[src/rtl/dtcm_lsu_if.sv]
// dtcm_lsu_if: core request/response bundle plus the DTCM port driven by the LSU
interface dtcm_lsu_if;
    logic        req_valid;
    logic        req_ready;
    logic        req_we;
    logic [1:0]  req_size;
    logic        req_unsigned;
    logic [31:0] req_addr;
    logic [31:0] req_wdata;
    logic        rsp_valid;
    logic        rsp_err;
    logic [31:0] rsp_rdata;
    logic [31:0] mem_addr;
    logic [3:0]  mem_wen;
    logic [31:0] mem_wdata;
    logic [31:0] mem_rdata;
    modport master (
        output req_valid, req_we, req_size, req_unsigned, req_addr, req_wdata, mem_rdata,
        input  req_ready, rsp_valid, rsp_err, rsp_rdata, mem_addr, mem_wen, mem_wdata
    );
    modport slave (
        input  req_valid, req_we, req_size, req_unsigned, req_addr, req_wdata, mem_rdata,
        output req_ready, rsp_valid, rsp_err, rsp_rdata, mem_addr, mem_wen, mem_wdata
    );
endinterface

[src/rtl/dtcm_lsu.sv]
// dtcm_lsu: single-outstanding load/store initiator for the data TCM
module dtcm_lsu #(
    parameter logic [31:0] BASE_ADDR    = 32'h1000_0000,
    parameter int unsigned DTCM_BYTES   = 4096,
    parameter int unsigned READ_LATENCY = 1
) (
    input logic       clk,
    input logic       reset,
    dtcm_lsu_if.slave bus
);
    typedef enum logic {IDLE, WAIT} state_t;
    state_t      state;
    logic        ready;
    logic [1:0]  cnt;
    logic [31:0] addr_q;
    logic [1:0]  off_q;
    logic [1:0]  size_q;
    logic        uns_q;
    logic        rsp_valid;
    logic        rsp_err;
    logic [31:0] rsp_rdata;
    logic [1:0]  off;
    logic        in_win;
    logic        err;
    logic        accept;
    logic [3:0]  wen;
    logic [31:0] shifted;
    logic [31:0] ext;

    // request decode, lane enables and load-data extraction
    always_comb begin
        off     = bus.req_addr[1:0];
        in_win  = (bus.req_addr - BASE_ADDR) < 32'(DTCM_BYTES);
        err     = (bus.req_size == 2'b11) || (bus.req_size == 2'b01 && off[0]) ||
                  (bus.req_size == 2'b10 && off != 2'b00) || !in_win;
        accept  = bus.req_valid && ready && !reset;
        wen     = bus.req_size == 2'b00 ? 4'b0001 << off :
                  bus.req_size == 2'b01 ? 4'b0011 << off : 4'b1111;
        shifted = bus.mem_rdata >> {off_q, 3'b000};
        ext     = size_q == 2'b00 ? {{24{shifted[7] & ~uns_q}}, shifted[7:0]} :
                  size_q == 2'b01 ? {{16{shifted[15] & ~uns_q}}, shifted[15:0]} : shifted;
    end

    assign bus.req_ready = ready;
    assign bus.rsp_valid = rsp_valid;
    assign bus.rsp_err   = rsp_err;
    assign bus.rsp_rdata = rsp_rdata;
    assign bus.mem_addr  = state == WAIT ? addr_q : bus.req_addr;
    assign bus.mem_wen   = accept && !err && bus.req_we ? wen : 4'b0000;
    assign bus.mem_wdata = bus.req_size == 2'b00 ? {4{bus.req_wdata[7:0]}} :
                           bus.req_size == 2'b01 ? {2{bus.req_wdata[15:0]}} : bus.req_wdata;

    // control FSM: errors and stores answer next cycle, loads wait out the read latency
    always_ff @(posedge clk) begin
        if (reset) begin
            state     <= IDLE;
            ready     <= 1'b1;
            cnt       <= 2'd0;
            addr_q    <= 32'd0;
            off_q     <= 2'd0;
            size_q    <= 2'd0;
            uns_q     <= 1'b0;
            rsp_valid <= 1'b0;
            rsp_err   <= 1'b0;
            rsp_rdata <= 32'd0;
        end else begin
            rsp_valid <= 1'b0;
            rsp_err   <= 1'b0;
            rsp_rdata <= 32'd0;
            case (state)
                IDLE: begin
                    if (accept) begin
                        if (err || bus.req_we) begin
                            rsp_valid <= 1'b1;
                            rsp_err   <= err;
                        end else begin
                            state  <= WAIT;
                            ready  <= 1'b0;
                            cnt    <= 2'(READ_LATENCY - 1);
                            addr_q <= bus.req_addr;
                            off_q  <= off;
                            size_q <= bus.req_size;
                            uns_q  <= bus.req_unsigned;
                        end
                    end
                end
                WAIT: begin
                    if (cnt == 2'd0) begin
                        state     <= IDLE;
                        ready     <= 1'b1;
                        rsp_valid <= 1'b1;
                        rsp_rdata <= ext;
                    end else begin
                        cnt <= cnt - 2'd1;
                    end
                end
                default: state <= IDLE;
            endcase
        end
    end
endmodule

[src/flat_wrapper.sv]
// flat-port wrapper written by rule: the top's interface ports become plain ports
module dtcm_lsu_flat 
#(
    parameter logic [31:0] BASE_ADDR    = 32'h1000_0000,
    parameter int unsigned DTCM_BYTES   = 4096,
    parameter int unsigned READ_LATENCY = 1
)
  (clk, reset, bus_req_valid, bus_req_we, bus_req_size, bus_req_unsigned, bus_req_addr, bus_req_wdata, bus_mem_rdata, bus_req_ready, bus_rsp_valid, bus_rsp_err, bus_rsp_rdata, bus_mem_addr, bus_mem_wen, bus_mem_wdata);
  dtcm_lsu_if bus_i ();
  input logic clk;
  input logic reset;
  input wire logic [$bits(bus_i.req_valid)-1:0] bus_req_valid;
  input wire logic [$bits(bus_i.req_we)-1:0] bus_req_we;
  input wire logic [$bits(bus_i.req_size)-1:0] bus_req_size;
  input wire logic [$bits(bus_i.req_unsigned)-1:0] bus_req_unsigned;
  input wire logic [$bits(bus_i.req_addr)-1:0] bus_req_addr;
  input wire logic [$bits(bus_i.req_wdata)-1:0] bus_req_wdata;
  input wire logic [$bits(bus_i.mem_rdata)-1:0] bus_mem_rdata;
  output wire logic [$bits(bus_i.req_ready)-1:0] bus_req_ready;
  output wire logic [$bits(bus_i.rsp_valid)-1:0] bus_rsp_valid;
  output wire logic [$bits(bus_i.rsp_err)-1:0] bus_rsp_err;
  output wire logic [$bits(bus_i.rsp_rdata)-1:0] bus_rsp_rdata;
  output wire logic [$bits(bus_i.mem_addr)-1:0] bus_mem_addr;
  output wire logic [$bits(bus_i.mem_wen)-1:0] bus_mem_wen;
  output wire logic [$bits(bus_i.mem_wdata)-1:0] bus_mem_wdata;
  assign bus_i.req_valid = bus_req_valid;
  assign bus_i.req_we = bus_req_we;
  assign bus_i.req_size = bus_req_size;
  assign bus_i.req_unsigned = bus_req_unsigned;
  assign bus_i.req_addr = bus_req_addr;
  assign bus_i.req_wdata = bus_req_wdata;
  assign bus_i.mem_rdata = bus_mem_rdata;
  assign bus_req_ready = bus_i.req_ready;
  assign bus_rsp_valid = bus_i.rsp_valid;
  assign bus_rsp_err = bus_i.rsp_err;
  assign bus_rsp_rdata = bus_i.rsp_rdata;
  assign bus_mem_addr = bus_i.mem_addr;
  assign bus_mem_wen = bus_i.mem_wen;
  assign bus_mem_wdata = bus_i.mem_wdata;
  dtcm_lsu #(.BASE_ADDR(BASE_ADDR), .DTCM_BYTES(DTCM_BYTES), .READ_LATENCY(READ_LATENCY)) u_core (.clk(clk), .reset(reset), .bus(bus_i));
endmodule
[config.mk]
export PLATFORM = sky130hd
export DESIGN_NAME = dtcm_lsu_flat
export DESIGN_NICKNAME = d
export VERILOG_FILES = /design/src/rtl/dtcm_lsu_if.sv /design/src/rtl/dtcm_lsu.sv /design/src/flat_wrapper.sv
export SDC_FILE = /design/constraint.sdc
export NUM_CORES = 1
export LEC_CHECK = 0
export ABC_AREA = 1
export CAP_MARGIN = 20
export CORE_ASPECT_RATIO = 1.1
export CORE_UTILIZATION = 40
export CTS_BUF_LIST = sky130_fd_sc_hd__clkbuf_8
export CTS_CLUSTER_SIZE = 10
export DETAILED_ROUTE_END_ITERATION = 12
export DONT_BUFFER_PORTS = 1
export GPL_TIMING_DRIVEN = 0
export HOLD_SLACK_MARGIN = 0.05
export SLEW_MARGIN = 20
export SYNTH_ARGS = -nofsm -noshare
export SYNTH_HDL_FRONTEND = slang
export SYNTH_SLANG_ARGS = --single-unit
[constraint.sdc]
create_clock -name clk -period 1.6 [get_ports clk]
set_clock_uncertainty 0.2 [all_clocks]
set_input_delay 0.16 -clock clk [delete_from_list [all_inputs] [get_ports clk]]
set_output_delay 0.16 -clock clk [all_outputs]
set_load 0.005 [all_outputs]
=== After elaboration in Yosys (flattened, before gate mapping) ===
Index checks and enable logic that the tools add are counted.

* Flip-flop bits (word level): 75
* Bits of input ports: 103
* Word-level logic and storage cells: 77
* Output and inout port bits: 103

* Order comparisons: 1
* $add $sub $neg: 2
* Muxes and demuxes: 24
* Shift-type cells: 3
* Bitwise logic cells: 7
* Reductions and logical operators: 22
* Eq/ne operators: 8

{| class="wikitable"
|+ Operators with widths
! operator !! count
|-
| $mux 32 || 5
|-
| $lt 32x13->1 const B || 1
|-
| $shr 32x5->32 || 1
|-
| $sub 32x29->32 const B || 1
|-
| $mux 4 || 3
|-
| $mux 1 || 9
|-
| $reduce_and 3->1 || 3
|-
| $logic_and 1x1->1 || 6
|-
| $logic_not 2->1 || 3
|-
| $mux 2 || 3
|-
| $ne 2x2->1 const B || 3
|-
| $pmux 1 s2 || 3
|-
| $not 1->1 || 5
|-
| $eq 2x1->1 const B || 2
|-
| $eq 2x2->1 const B || 2
|-
| $logic_or 1x1->1 || 4
|-
| $pmux 2 s2 || 1
|-
| $reduce_or 4->1 || 1
|-
| $shl 1x2->4 const A || 1
|-
| $shl 2x2->4 const A || 1
|-
| $logic_not 1->1 || 3
|-
| $reduce_or 3->1 || 1
|-
| $and 1x1->1 || 2
|-
| $ne 2x1->1 const B || 1
|-
| other kinds (2) || 2
|}

=== Logic depth before layout (Yosys ltp) ===
* Depth after elaboration: 9
* Gate-level depth with buffers: 12

=== Least setup slack after synthesis ===
OpenSTA, ideal clock, no wires.

* Kind: input port to flip-flop
* From: input port bus_req_addr[1]
* To: register u_core.ready, in the netlist u_core.bus.req_ready
* Setup slack: 0.044 ns
* Buffers on the path: 2
* Data arrival time: 1.231 ns
* Setup time: 0.126 ns
* Stages on the path: 11
* Path through: inv_1 > ha_1 > inv_1 > o21ai_1 > nand2_1 > nor2_2 > nand3_2 > buf_6 > buf_2 > o21ai_0 > nand2_1

* Longest elaborated chain between the ends: 7
* Elaborated cells between the ends (all ways): 10
* Those cells by class: add/sub: 1; order compare: 1; eq/ne: 1; reduce/logical: 7

{| class="wikitable"
|+ RTL lines
! item !! line !! RTL
|-
| start, declared || flat_wrapper.sv:16 || <nowiki>input wire logic [$bits(bus_i.req_addr)-1:0] bus_req_addr;</nowiki>
|-
| $sub 32x29->32 / $reduce_bool 2->1 (equally long branches) || dtcm_lsu.sv:33, dtcm_lsu.sv:35 ||
|-
| $lt 32x13->1 / $logic_and 1x1->1 (equally long branches) || dtcm_lsu.sv:33, dtcm_lsu.sv:35 ||
|-
| $logic_not 1->1 / $logic_or 1x1->1 (equally long branches) || dtcm_lsu.sv:35, dtcm_lsu.sv:34 ||
|-
| $logic_or 1x1->1 (*) || dtcm_lsu.sv:35 || <nowiki>(bus.req_size == 2'b10 && off != 2'b00) || !in_win;</nowiki>
|-
| $logic_or 1x1->1 (*) || dtcm_lsu.sv:73 || <nowiki>if (err || bus.req_we) begin</nowiki>
|-
| $ne 2x2->1 (no line) (*) || - ||
|-
| $reduce_and 3->1 (no line) (*) || - ||
|-
| end signal, assigned || dtcm_lsu.sv:57 || <nowiki>ready <= 1'b1;</nowiki>
|-
| end signal, assigned || dtcm_lsu.sv:78 || <nowiki>ready <= 1'b0;</nowiki>
|-
| end signal, assigned || dtcm_lsu.sv:90 || <nowiki>ready <= 1'b1;</nowiki>
|-
| end, declared || dtcm_lsu.sv:13 || <nowiki>logic ready;</nowiki>
|}

Every way passes the cells marked *; elsewhere a longest branch is shown, timed or not.
A chain may end at the register's enable or synchronous reset.

=== Final worst setup path ===
* From: register u_core.state
* To: output port bus_mem_addr[28]

* Longest elaborated chain between the ends: 1

{| class="wikitable"
|+ RTL lines
! item !! line !! RTL
|-
| start, declared || dtcm_lsu.sv:12 || <nowiki>state_t state;</nowiki>
|-
| start signal, assigned || dtcm_lsu.sv:56 || <nowiki>state <= IDLE;</nowiki>
|-
| start signal, assigned || dtcm_lsu.sv:77 || <nowiki>state <= WAIT;</nowiki>
|-
| start signal, assigned || dtcm_lsu.sv:89 || <nowiki>state <= IDLE;</nowiki>
|-
| $mux 32 || dtcm_lsu.sv:48 || <nowiki>assign bus.mem_addr = state == WAIT ? addr_q : bus.req_addr;</nowiki>
|-
| end, declared || flat_wrapper.sv:23 || <nowiki>output wire logic [$bits(bus_i.mem_addr)-1:0] bus_mem_addr;</nowiki>
|}

No other way between the ends.

==> impl_metrics.csv <==
group,metric,value,unit
cells_and_area,design_area,5170,µm²
worst_setup_path,crit_buf_inv,3,
synth,synth_cell_types,26,
timing,finalWorstSetupSlack,0.0149,ns
cells_and_area,layout_common_cells,"nand2_1 (220), dfxtp_1 (71), inv_1 (60)",
synth,synthCells,611,
synth,yosysWarnings,0,
synth,synth_area_leaders,"dfxtp_1 (38%), nand2_1 (22%), nor2_1 (6.4%)",
cells_and_area,utilization,0.553,
route,routed_via_density,5.12,
synth,synth.cell_area,3830,µm²
synth,yosysSeqAreaShare,0.381,
cells_and_area,nets,791,
worst_setup_path,cp_top_family,"buffers and inverters",
cells_and_area,area_delta_synth_final,35.0,%
cells_and_area,post_route_cells_drive_above_1_share,0.166,
global_route,grt_pass1_wl,18500,µm
clocking,htreeDepth,3,
place,io_buffer_count,0,
cells_and_area,fill_cells,900,
worst_setup_path,cp_slowest_cell,"dfxtp_4",
worst_setup_path,crit_required,1.24,ns
floorplan,dieArea,9980,µm²
power_and_ir_drop,peakVddDrop,0.389,mV
clocking,cts_tree,"done",
route,wl_per_cell,15.2,µm
worst_hold_path,hold_depth,2,
clocking,cts.sinks,73,
floorplan,start_util,0.410,
cells_and_area,regArea,1470,µm²
synth,synth_top_area_share,0.381,
worst_setup_path,path_depth,5,
timing,setup_viol,0,
floorplan,die_y,105,µm
place,place_area,3980,µm²
synth,ys.flop_type,"dfxtp_1",
route,ant_nets,0,
clocking,clk_latency,0.34,ns
worst_setup_path,crit_path_end_kind,"primary output",
global_route,grt_overflow,0,
global_route,antenna_found_initial,0,
floorplan,io_pins,206,
place,gp_congestion,0.872,
route,wl_met2,6210,µm
worst_setup_path,rr_worst_depth,5,
synth,synth_edf_count,0,
route,wirelength_met1,4910,µm
timing,period_share,0.991,
synth,ys_ff_latch,73,
synth,async_flop_share,0,
power_and_ir_drop,finalPower,3.59,mW
clocking,numCtsBuffers,9,
clocking,clock_path_buffers,2,
worst_setup_path,r2r_slack,0.05,ns
cells_and_area,final_common_cell,"nand2_1",
global_route,grt_start_max_net_pins,14,
timing,hold_viol,3,
floorplan,row_count,37,
worst_setup_path,cp_cell_sequence,"buf_12 > inv_16 > clkbuf_16 > nand2_2 > o21ai_4",
power_and_ir_drop,power_density,693,nW/µm²
floorplan,die_w,95.3,µm
status,violations,"negative hold slack",
worst_setup_path,path_max_fanout,9,
cells_and_area,multiInputGateArea,2080,µm²
timing,rsz0062_at_grt,"yes",
route,drt-total-wl,12200,µm
global_route,grt_pass1_vias,3966,
place,pre_cts_ws,-0.265,ns
route,drt_iter0_markers,181,
timing,maxSlewViolCount,0,
route,wl_met3,886,µm
route,dr.pass1.iters,5,
timing,worstMarginPinSlew,0.483,ns
timing,whs,-0.256,ns
status,outcome,"finished with violations",
timing,fmax,631,MHz
route,route.detailed.drc,0,
route,vias,4123,
worst_setup_path,arrival,1.23,ns
worst_setup_path,max_stage_delay,0.36,ns
route,top_layer,"met4",
global_route,grtUsageTotal,0.235,
synth,yosysTopAreaCell,"dfxtp_1",
place,place_hpwl,8550,µm
worst_setup_path,worstSetupPathType,"register to primary output",
run,max-cap-violations,0,
worst_hold_path,hold_path_class,"input port to register",
clocking,clockRootBuffer,"clkbuf_8",
synth,avgSynthCellArea,6.27,µm²
worst_setup_path,critPathLaunchType,"register",
clocking,clk_pin_slew_worst_paths,0.09,ns
timing,fin_crit,1.59,ns
power_and_ir_drop,p_leak,2.56,nW
cells_and_area,antennaDiodeCount,0,
timing,relSlewSlack,0.678,
floorplan,coreArea,9350,µm²
synth,synth_nets,719,
-- cell usage after synthesis, types with 3 or more instances --
cell type,n
nand2_1,226
dfxtp_1,73
nor2_1,65
inv_1,62
o21ai_0,37
nand3_1,35
clkbuf_1,20
a21oi_1,19
a31oi_1,11
buf_2,11
o211ai_1,11
buf_4,8
a311oi_1,6
ha_1,5
buf_1,4
o22ai_1,3
-- where the power goes --
part	switching (mW)	internal (mW)
Sequential	0.00191	1.81
Combinational	0.232	0.198
Clock	0.730	0.611
Total	0.964	2.62
-- per-stage QoR --
stage / setup TNS [ns] / instances
final: 0 / 805
after global placement: -10.98 / 728
after CTS: -0.232 / 792
after floorplan: 0 / 611
after global routing: -0.195 / 805
after detailed placement: -12.63 / 728
-- flip-flops by register name, indices dropped and copies added (netlist names) --
signal / flops
u_core.uns_q: 1
u_core.bus.rsp_err: 1
u_core.bus.rsp_rdata: 32
u_core.off_q: 1
u_core.state: 1
u_core.addr_q: 31
u_core.size_q: 2
u_core.cnt: 2
u_core.bus.req_ready: 1
u_core.bus.rsp_valid: 1
-- routing by layer --
| layer | global-route usage | vias to the layer above |
|---|---|---|
| met2 | 0.425 | 186 |
| met5 | 0 | - |
| met4 | 0.0703 | 0 |
| met1 | 0.264 | 1861 |
| li1 | - | 2056 |
| met3 | 0.0582 | 20 |
-- area by class of cell --
cell class	instances	area share
Clock inverter	6	0.00822
Buffer	45	0.0774
Multi-Input combinational cell	427	0.402
Tap cell	117	0.0283
Inverter	66	0.0513
Clock buffer	10	0.0266
Timing Repair Buffer	61	0.122
Sequential cell	73	0.284
-- worst reg2reg max path, delay by kind of cell (launching register included) --
| kind | cells | cell delay (ns) |
|---|---|---|
| buffers and inverters | 1 | 0.56 |
| DFF | 1 | 0.39 |
| and+or+nand+nor | 4 | 0.36 |
-- worst paths after layout --
kind / startpoint / endpoint
worst min-delay path: bus_req_size[0] / u_core.size_q[0]
worst max-delay path: u_core.state / bus_mem_addr[28]
worst min register to register: u_core.addr_q[19] / u_core.addr_q[19]
worst max register to register: u_core.bus.req_ready / u_core.bus.rsp_valid
-- timing repair --
item	in CTS	in global routing
pin swaps	0	9
gates cloned	0	4
hold buffers	48	4
endpoints found under the setup margin	116	110
setup buffers	0	6
resized for setup	72	73
endpoints found under the hold margin	50	8
-- kinds of logic after synthesis --
logic type | after synthesis | share of synthesized area
AOI/OAI and AO/OA | 90 | 0.136
adders and majority gates | 5 | 0.0163
buffers and inverters | 111 | 0.124
DFF | 73 | 0.381
and+or+nand+nor | 332 | 0.342
(Power assumes the default switching activity.)
